## src/rtl/keypad_scan.sv

```systemverilog
// 4x4 active-low keypad scanner with debounce and single-cycle key events.
// Digit keys shift into an 8-digit packed-BCD number for the display driver.
module keypad_scan #(
    parameter int SCAN_DIV  = 50000,
    parameter int DEB_SCANS = 4
) (
    input  logic        clk,
    input  logic        rst,
    output logic [3:0]  row,
    input  logic [3:0]  col,
    output logic [3:0]  key_code,
    output logic        key_valid,
    output logic        key_held,
    output logic [31:0] number
);

    localparam int CW = $clog2(SCAN_DIV);
    localparam int DW = $clog2(DEB_SCANS + 1);

    typedef enum logic [1:0] {
        SCAN,
        DEBOUNCE,
        PRESS,
        RELEASE
    } state_t;

    state_t        state, state_nx;
    logic [1:0]    r, r_nx;
    logic [1:0]    c, c_nx;
    logic [DW-1:0] deb, deb_nx;
    logic [CW-1:0] cnt;
    logic [3:0]    col_m, col_s;
    logic          sample;
    logic          hit;
    logic [1:0]    hit_c;
    logic [3:0]    code;
    logic [31:0]   num_nx;

    always_ff @(posedge clk) begin
        if (rst) begin
            col_m <= 4'hF;
            col_s <= 4'hF;
        end else begin
            col_m <= col;
            col_s <= col_m;
        end
    end

    always_ff @(posedge clk) begin
        if (rst)
            cnt <= '0;
        else if (sample)
            cnt <= '0;
        else
            cnt <= cnt + 1'b1;
    end

    assign sample = (cnt == CW'(SCAN_DIV - 1));
    assign hit    = (col_s != 4'hF);
    assign row    = ~(4'b0001 << r);

    // lowest low column wins when several keys share the strobed row
    always_comb begin
        hit_c = 2'd0;
        priority case (1'b1)
            !col_s[0]: hit_c = 2'd0;
            !col_s[1]: hit_c = 2'd1;
            !col_s[2]: hit_c = 2'd2;
            !col_s[3]: hit_c = 2'd3;
            default:   hit_c = 2'd0;
        endcase
    end

    always_comb begin
        code = 4'h0;
        case ({r, c})
            4'h0: code = 4'h1;
            4'h1: code = 4'h2;
            4'h2: code = 4'h3;
            4'h3: code = 4'hA;
            4'h4: code = 4'h4;
            4'h5: code = 4'h5;
            4'h6: code = 4'h6;
            4'h7: code = 4'hB;
            4'h8: code = 4'h7;
            4'h9: code = 4'h8;
            4'hA: code = 4'h9;
            4'hB: code = 4'hC;
            4'hC: code = 4'hE;
            4'hD: code = 4'h0;
            4'hE: code = 4'hF;
            4'hF: code = 4'hD;
            default: code = 4'h0;
        endcase
    end

    always_comb begin
        num_nx = number;
        if (code <= 4'h9)
            num_nx = {number[27:0], code};
        else if (code == 4'hC)
            num_nx = 32'h0;
        else if (code == 4'hD)
            num_nx = {4'h0, number[31:4]};
    end

    always_comb begin
        state_nx = state;
        r_nx     = r;
        c_nx     = c;
        deb_nx   = deb;
        case (state)
            SCAN: begin
                if (sample) begin
                    if (!hit) begin
                        r_nx = r + 2'd1;
                    end else begin
                        c_nx     = hit_c;
                        deb_nx   = DW'(1);
                        state_nx = DEBOUNCE;
                    end
                end
            end
            DEBOUNCE: begin
                if (sample) begin
                    if (hit && hit_c == c) begin
                        deb_nx = deb + 1'b1;
                        if (deb == DW'(DEB_SCANS - 1))
                            state_nx = PRESS;
                    end else begin
                        deb_nx   = '0;
                        state_nx = SCAN;
                    end
                end
            end
            PRESS: begin
                deb_nx   = '0;
                state_nx = RELEASE;
            end
            RELEASE: begin
                if (sample) begin
                    if (!hit) begin
                        deb_nx = deb + 1'b1;
                        if (deb == DW'(DEB_SCANS - 1)) begin
                            deb_nx   = '0;
                            r_nx     = r + 2'd1;
                            state_nx = SCAN;
                        end
                    end else begin
                        deb_nx = '0;
                    end
                end
            end
            default: state_nx = SCAN;
        endcase
    end

    always_ff @(posedge clk) begin
        if (rst) begin
            state <= SCAN;
            r     <= 2'd0;
            c     <= 2'd0;
            deb   <= '0;
        end else begin
            state <= state_nx;
            r     <= r_nx;
            c     <= c_nx;
            deb   <= deb_nx;
        end
    end

    always_ff @(posedge clk) begin
        if (rst) begin
            key_code  <= 4'h0;
            key_valid <= 1'b0;
            key_held  <= 1'b0;
            number    <= 32'h0;
        end else begin
            key_valid <= (state == PRESS);
            if (state == PRESS) begin
                key_code <= code;
                key_held <= 1'b1;
                number   <= num_nx;
            end else if (state == RELEASE && state_nx == SCAN) begin
                key_held <= 1'b0;
            end
        end
    end

endmodule
```

## config.mk

```make
export PLATFORM = sky130hd
export DESIGN_NAME = keypad_scan
export DESIGN_NICKNAME = d
export VERILOG_FILES = /design/src/rtl/keypad_scan.sv
export SDC_FILE = /design/constraint.sdc
export NUM_CORES = 1
export LEC_CHECK = 0
export BUFFER_PORTS_ARGS = -buffer_cell sky130_fd_sc_hd__buf_2
export CAP_MARGIN = 20
export CORE_ASPECT_RATIO = 1.1
export CORE_MARGIN = 2
export CORE_UTILIZATION = 51
export DETAILED_ROUTE_END_ITERATION = 10
export GPL_TIMING_DRIVEN = 0
export MAX_ROUTING_LAYER = met4
export PLACE_DENSITY = 0.75
export SETUP_SLACK_MARGIN = 0.2
export SYNTH_ARGS = -nofsm -noshare
export SYNTH_HDL_FRONTEND = slang
export SYNTH_SLANG_ARGS = --single-unit
export TNS_END_PERCENT = 30
```

## constraint.sdc

```tcl
create_clock -name clk -period 2.3 [get_ports clk]
set_clock_uncertainty 0.2 [all_clocks]
set_input_delay 0.345 -clock clk [delete_from_list [all_inputs] [get_ports clk]]
set_output_delay 0.345 -clock clk [all_outputs]
set_load 0.01 [all_outputs]
```

---- Yosys cells after proc, flatten, opt, wreduce, memory -nomap -nowiden ----
Memories as Yosys holds them, arrays and structs flattened.
Cells that the tools add are included.
operators by class
  add/subtract/negate cells ............... 3
  order comparisons ....................... 1
  shift operators ......................... 1
  mux-type cells .......................... 32
  bitwise operators ....................... 1
  reductions and logical operators ........ 12
  eq/ne operators ......................... 16
operators with widths
  operator               number
  $mux 32                3
  $mux 2                 17
  $mux 3                 7
  $add 16x1->16 const B  1
  $eq 16x16->1 const B   1
  $ne 2x2->1 const B     7
  $pmux 3 s4             1
  $eq 4x4->1 const B     2
  $pmux 2 s4             1
  $reduce_and 6->1       1
  $eq 2x2->1 const B     2
  $le 4x4->1 const B     1
  $logic_not 2->1        2
  $ne 4x4->1 const B     1
  $not 4->4              1
  $pmux 2 s2             1
  $reduce_and 4->1       1
  $reduce_bool 2->1      2
  $shl 1x2->4 const A    1
  $add 3x1->3 const B    1
  $eq 3x2->1 const B     1
  $reduce_and 3->1       1
  $reduce_bool 3->1      1
  $add 2x1->2 const B    1
  other kinds (6)        8
storage, ports and cells
  memories kept ........................... 1
  input port bits ......................... 6
  register bits after elaboration ......... 71
  logic and storage cells ................. 78
  bits in read-only memories .............. 64
  output and inout bits ................... 42
memory list
  memory           depth  width  rd ports  clocked after memory_dff  write ports  line  source
  (no name shown)  16     4      1         0                         0            76    case ({r, c})

---- Depth between registers and ports, before layout ----
  word-level depth ........................ 13
  gate-level depth with buffers ........... 10
  gate-level depth less buffers ........... 7

---- Least setup slack after synthesis ----
Ideal clock, no wire load.
  kind .................................... register to register
  from .................................... register c[1]
  to ...................................... register number[24]
  required time ........................... 1.978 ns
  cell stages (with the launch flop) ...... 9
  data arrival time ....................... 1.982 ns
  slack ................................... -0.004 ns
  cells stage by stage .................... dfxtp_1 clkbuf_2 inv_1 ha_1 mux4_2 a21oi_4 nor2_2 buf_6 a221o_1
between the ends
  word-level cells in the longest chain between the ends .. 4
RTL lines
  what                                                                  line  source
  from (decl)                                                           29    logic [1:0] c, c_nx;
  from (signal assigned)                                                167   c <= c_nx;
  $mem_v2 16x4 (*)                                                      -
  $le 4x4->1 (tied with other cells)                                    99    if (code <= 4'h9)
  $reduce_bool 3->1 (no source line) / $mux 32 (equally long branches)  -
  $reduce_and 2->1 (no source line) / $mux 32 (equally long branches)   -
  to (signal assigned)                                                  183   number <= num_nx;
  to (decl)                                                             14    output logic [31:0] number
Every way passes the cells marked *; elsewhere a longest branch is shown, timed or not.
A chain may end at the register's enable or synchronous reset.

---- Worst setup path in the final report ----
  from .................................... register c[1]
  to ...................................... register number[17]
Same word-level chain as after synthesis.

==> flow_summary.yaml <==
sta:
  sum_neg_setup_slack_ns: -0.618
  timing.final.crit_share_pct: 102
  layout_min_cycle_time_ns: 2.35
  timing.fmax_mhz: 426
  finalWorstSetupSlack_ns: -0.0464
  hold_viol: 0
  max_slew_margin_pct: 57.0
  rsz0062_at_grt: "yes"
  tightest_pin_transition_ns: 0.641
  finalSetupViolCount: 24
  slew_violations: 0
cts:
  clk-insertion-delay-late_ns: 0.35
  clk_path_buf_depth: 2
  cts_inserted_buffers: 9
  clock-root-buffer: "clkbuf_8"
  cts.sinks: 71
  clkTransAtPathRegs_ns: 0.08
  cts_tree: "done"
  htreeDepth: 3
place:
  place_worst_setup_slack_ns: -0.0825
  place_hpwl_um: 5000
  dpl.cell_count: 468
  gpl.final_weighted_congestion: 0.881
  placement.io_buffers: 47
  total_placed_instance_area_um2: 3680
yosys:
  synth_cell_area_um2: 3300
  predominant_post_synthesis_flop_cell: "dfxtp_1"
  synth_area_per_cell_um2: 9.66
  synth_edf_count: 0
  number_of_instances_in_the_synthesized_netlist: 341
  synth_top_cells_by_area: "dfxtp_1, a221o_1, and3_1"
  synth.net_count: 360
  number_of_synthesized_register_bits: 71
  synth.yosys.seq_area_share_pct: 43.1
  synth-async-reset-ratio_pct: 0
  synth.lib_cells_used.distinct: 61
  yosysWarningCount: 0
  synth_top_area_share_pct: 43.1
  synth_top_area_cell: "dfxtp_1"
global_routing:
  initial_antenna_violation_count: 0
  grtUsageTotal_pct: 22.7
  grt_pass1_wl_um: 12100
  global_route.overflow_total: 0
  grt_max_degree: 13
  first_global_vias: 2501
setup_path:
  reg2reg_setup_slack_ns: -0.05
  r2r-end: "number[17]"
  timing.critical_path.buf_inv: 4
  worstRegToRegCells: 9
  critical-path-top-delay-family: "multiplexers"
  timing.rr.start: "c[1]"
  setup.worst_path.start_class: "flip-flop"
  crit_path_class: "reg -> reg"
  path_cells: "buf_8 > inv_8 > ha_4 > inv_2 > mux4_2 > a21oi_4 > nor2_4 > buf_6 > a221o_1"
  crit_path_max_incr_delay_ns: 0.56
  path_max_fanout: 10
  cpMaxStageDelayCell: "mux4_2"
  cp_data_required_time_ns: 2.33
  crit_arrival_ns: 2.37
  type_of_destination_of_the_critical_path: "flip-flop"
die:
  die_y_um: 88.3
  start_util_pct: 53.2
  die_area_um2: 7120
  chipWidth_um: 80.6
  floorplan.io_pins: 48
  total_core_area_um2: 6190
  rows: 30
final_layout:
  final.fill_count: 501
  postLayoutCellArea_um2: 4140
  final_layout_size_suffix_gt1_share_pct: 31.1
  num_antenna_cells: 0
  finish.net_count: 432
  syn_to_final_growth_pct: 25.6
  finalNonFillerCells: 498
  share_of_the_core_filled_with_cells_pct: 66.8
route:
  avgViaCountPerCell: 5.64
  drtIter0Drc: 269
  post-route-drc-count: 0
  wl_per_cell_um: 15.0
  num_vias: 2807
  antenna_violating_nets_post_route: 0
  firstDrtPassIters: 5
  totalWireLength_um: 7480
worst_hold_path:
  min_path_cells: 1
  hold_worst_path_end: "col_s[2]"
  holdCritStartpoint: "col_m[2]"
  min-delay-path-class: "reg -> reg"
run_status:
  outcome: "complete, but fails checks"
  failed_checks: "setup timing"
job:
  drv_cap: 0
power:
  peakVddDrop_mv: 0.467
  static-leakage-power_nw: 1.84
  power-per-cell-area_nw_per_um2: 612
[what timing repair did]
item / in CTS / in global routing
gates resized for setup: 12 / 18
gates cloned: 1 / 0
pin swaps: 11 / 23
endpoints found under the hold margin: 4 / 0
endpoints found under the setup margin: 44 / 55
hold buffers: 4 / 0
setup buffers: 5 / 4
[flip-flops by register name, summed over array words and instances (netlist names)]
| name | count |
|---|---|
| deb | 3 |
| cnt | 16 |
| key_code | 4 |
| number | 32 |
| col_m | 4 |
| c | 2 |
| key_valid | 1 |
| col_s | 4 |
| r | 2 |
| state | 2 |
| key_held | 1 |
[per-stage QoR]
| step | hold WS [ns] | total power, W |
|---|---|---|
| 6_report | 0.209 | 0.00253 |
| 3_5_place_dp | 0.194 | 0.00134 |
| 3_3_place_gp | 0.196 | 0.00134 |
| 4_1_cts | 0.211 | 0.00255 |
| 2_1_floorplan | 0.189 | 0.00132 |
| 5_1_grt | 0.224 | 0.00261 |
[worst register-to-register path: stages (launching register included)]
cell	delay (ns)
dfxtp_2	0.33
buf_8	0.12
inv_8	0.06
ha_4	0.14
inv_2	0.03
mux4_2	0.56
a21oi_4	0.23
nor2_4	0.09
buf_6	0.15
a221o_1	0.32
[cells in the mapped netlist, types with 4 or more instances]
| cell | count |
|---|---|
| xnor2_1 | 6 |
| nand4_1 | 4 |
| and3_1 | 27 |
| dfxtp_1 | 71 |
| nor3_1 | 7 |
| buf_6 | 6 |
| inv_1 | 17 |
| or2_2 | 10 |
| o21ai_0 | 4 |
| ha_1 | 13 |
| a22o_1 | 5 |
| nand2b_1 | 4 |
| clkbuf_1 | 5 |
| nor2_1 | 33 |
| a221o_1 | 24 |
| buf_2 | 6 |
| nand3_1 | 10 |
| a21oi_1 | 11 |
| xor2_1 | 9 |
| nand2_1 | 18 |
[per-layer routing]
metal	global-route usage, %	routed length, um	up-vias
met5	-	0	-
met4	9.40	153	0
met3	4.80	286	17
met2	34.0	3520	82
met1	29.8	3520	1327
li1	-	-	1381
[worst max-delay path by stage]
stage	cells after the start	slack, ns	start	end
floorplan	9	0.08	c[1]	number[24]
global placement	9	-0.05	c[1]	number[29]
detailed placement	9	-0.08	c[1]	number[31]
CTS	9	-0.03	c[1]	number[11]
global route	9	-0.09	c[1]	number[11]
finish	9	-0.05	c[1]	number[17]
[cell families (layout without fill, tap and decap cells)]
group | Yosys count | in the layout | synth area share (%)
simple gates | 131 | 131 | 21.8
compound gates | 65 | 65 | 16.4
fa+ha+maj | 13 | 13 | 4.94
buf+inv | 40 | 117 | 7.06
flops | 71 | 71 | 43.1
xor+xnor | 15 | 15 | 3.99
mux | 6 | 6 | 2.73
[power by group]
group | total (W) | switching (W) | internal [W] | leakage, nW
logic | 0.0000729 | 0.0000419 | 0.0000309 | 1.14
registers | 0.00124 | 0.00000746 | 0.00123 | 0.578
clock network | 0.00122 | 0.000471 | 0.000746 | 0.122
total | 0.00253 | 0.000521 | 0.00201 | 1.84
[layout by cell type (no fill, tap or decap), drive strengths merged, types with 2 or more instances in the layout]
master	synthesis	layout
nand2	18	18
ha	13	13
o32ai	2	2
a211oi	3	3
a21oi	12	12
a221o	24	24
nand4	4	4
or2	10	10
or2b	2	2
mux4	2	2
buf	16	73
and3	27	27
a32o	2	2
nor2	34	34
clkbuf	6	16
nor3	7	7
a22o	5	5
mux2i	3	3
nand2b	4	4
or4	2	2
dfxtp	71	71
xnor2	6	6
dlygate4sd3	0	4
and2	2	2
o21ai	5	5
a31oi	2	2
nand4b	3	3
clkinv	0	2
xor2	9	9
bufinv	0	3
nand3	10	10
inv	18	18
nor4	2	2
[final cells by class]
cell class,instances,area [um2],share of cell area (%)
Clock inverter,6,108,2.60
Sequential cell,71,1440,34.7
Inverter,18,80.1,1.93
Timing Repair Buffer,61,348,8.40
Buffer,22,188,4.53
Clock buffer,10,138,3.33
Tap cell,80,100,2.42
Multi-Input combinational cell,230,1740,42.0
(Power assumes the default switching activity.)
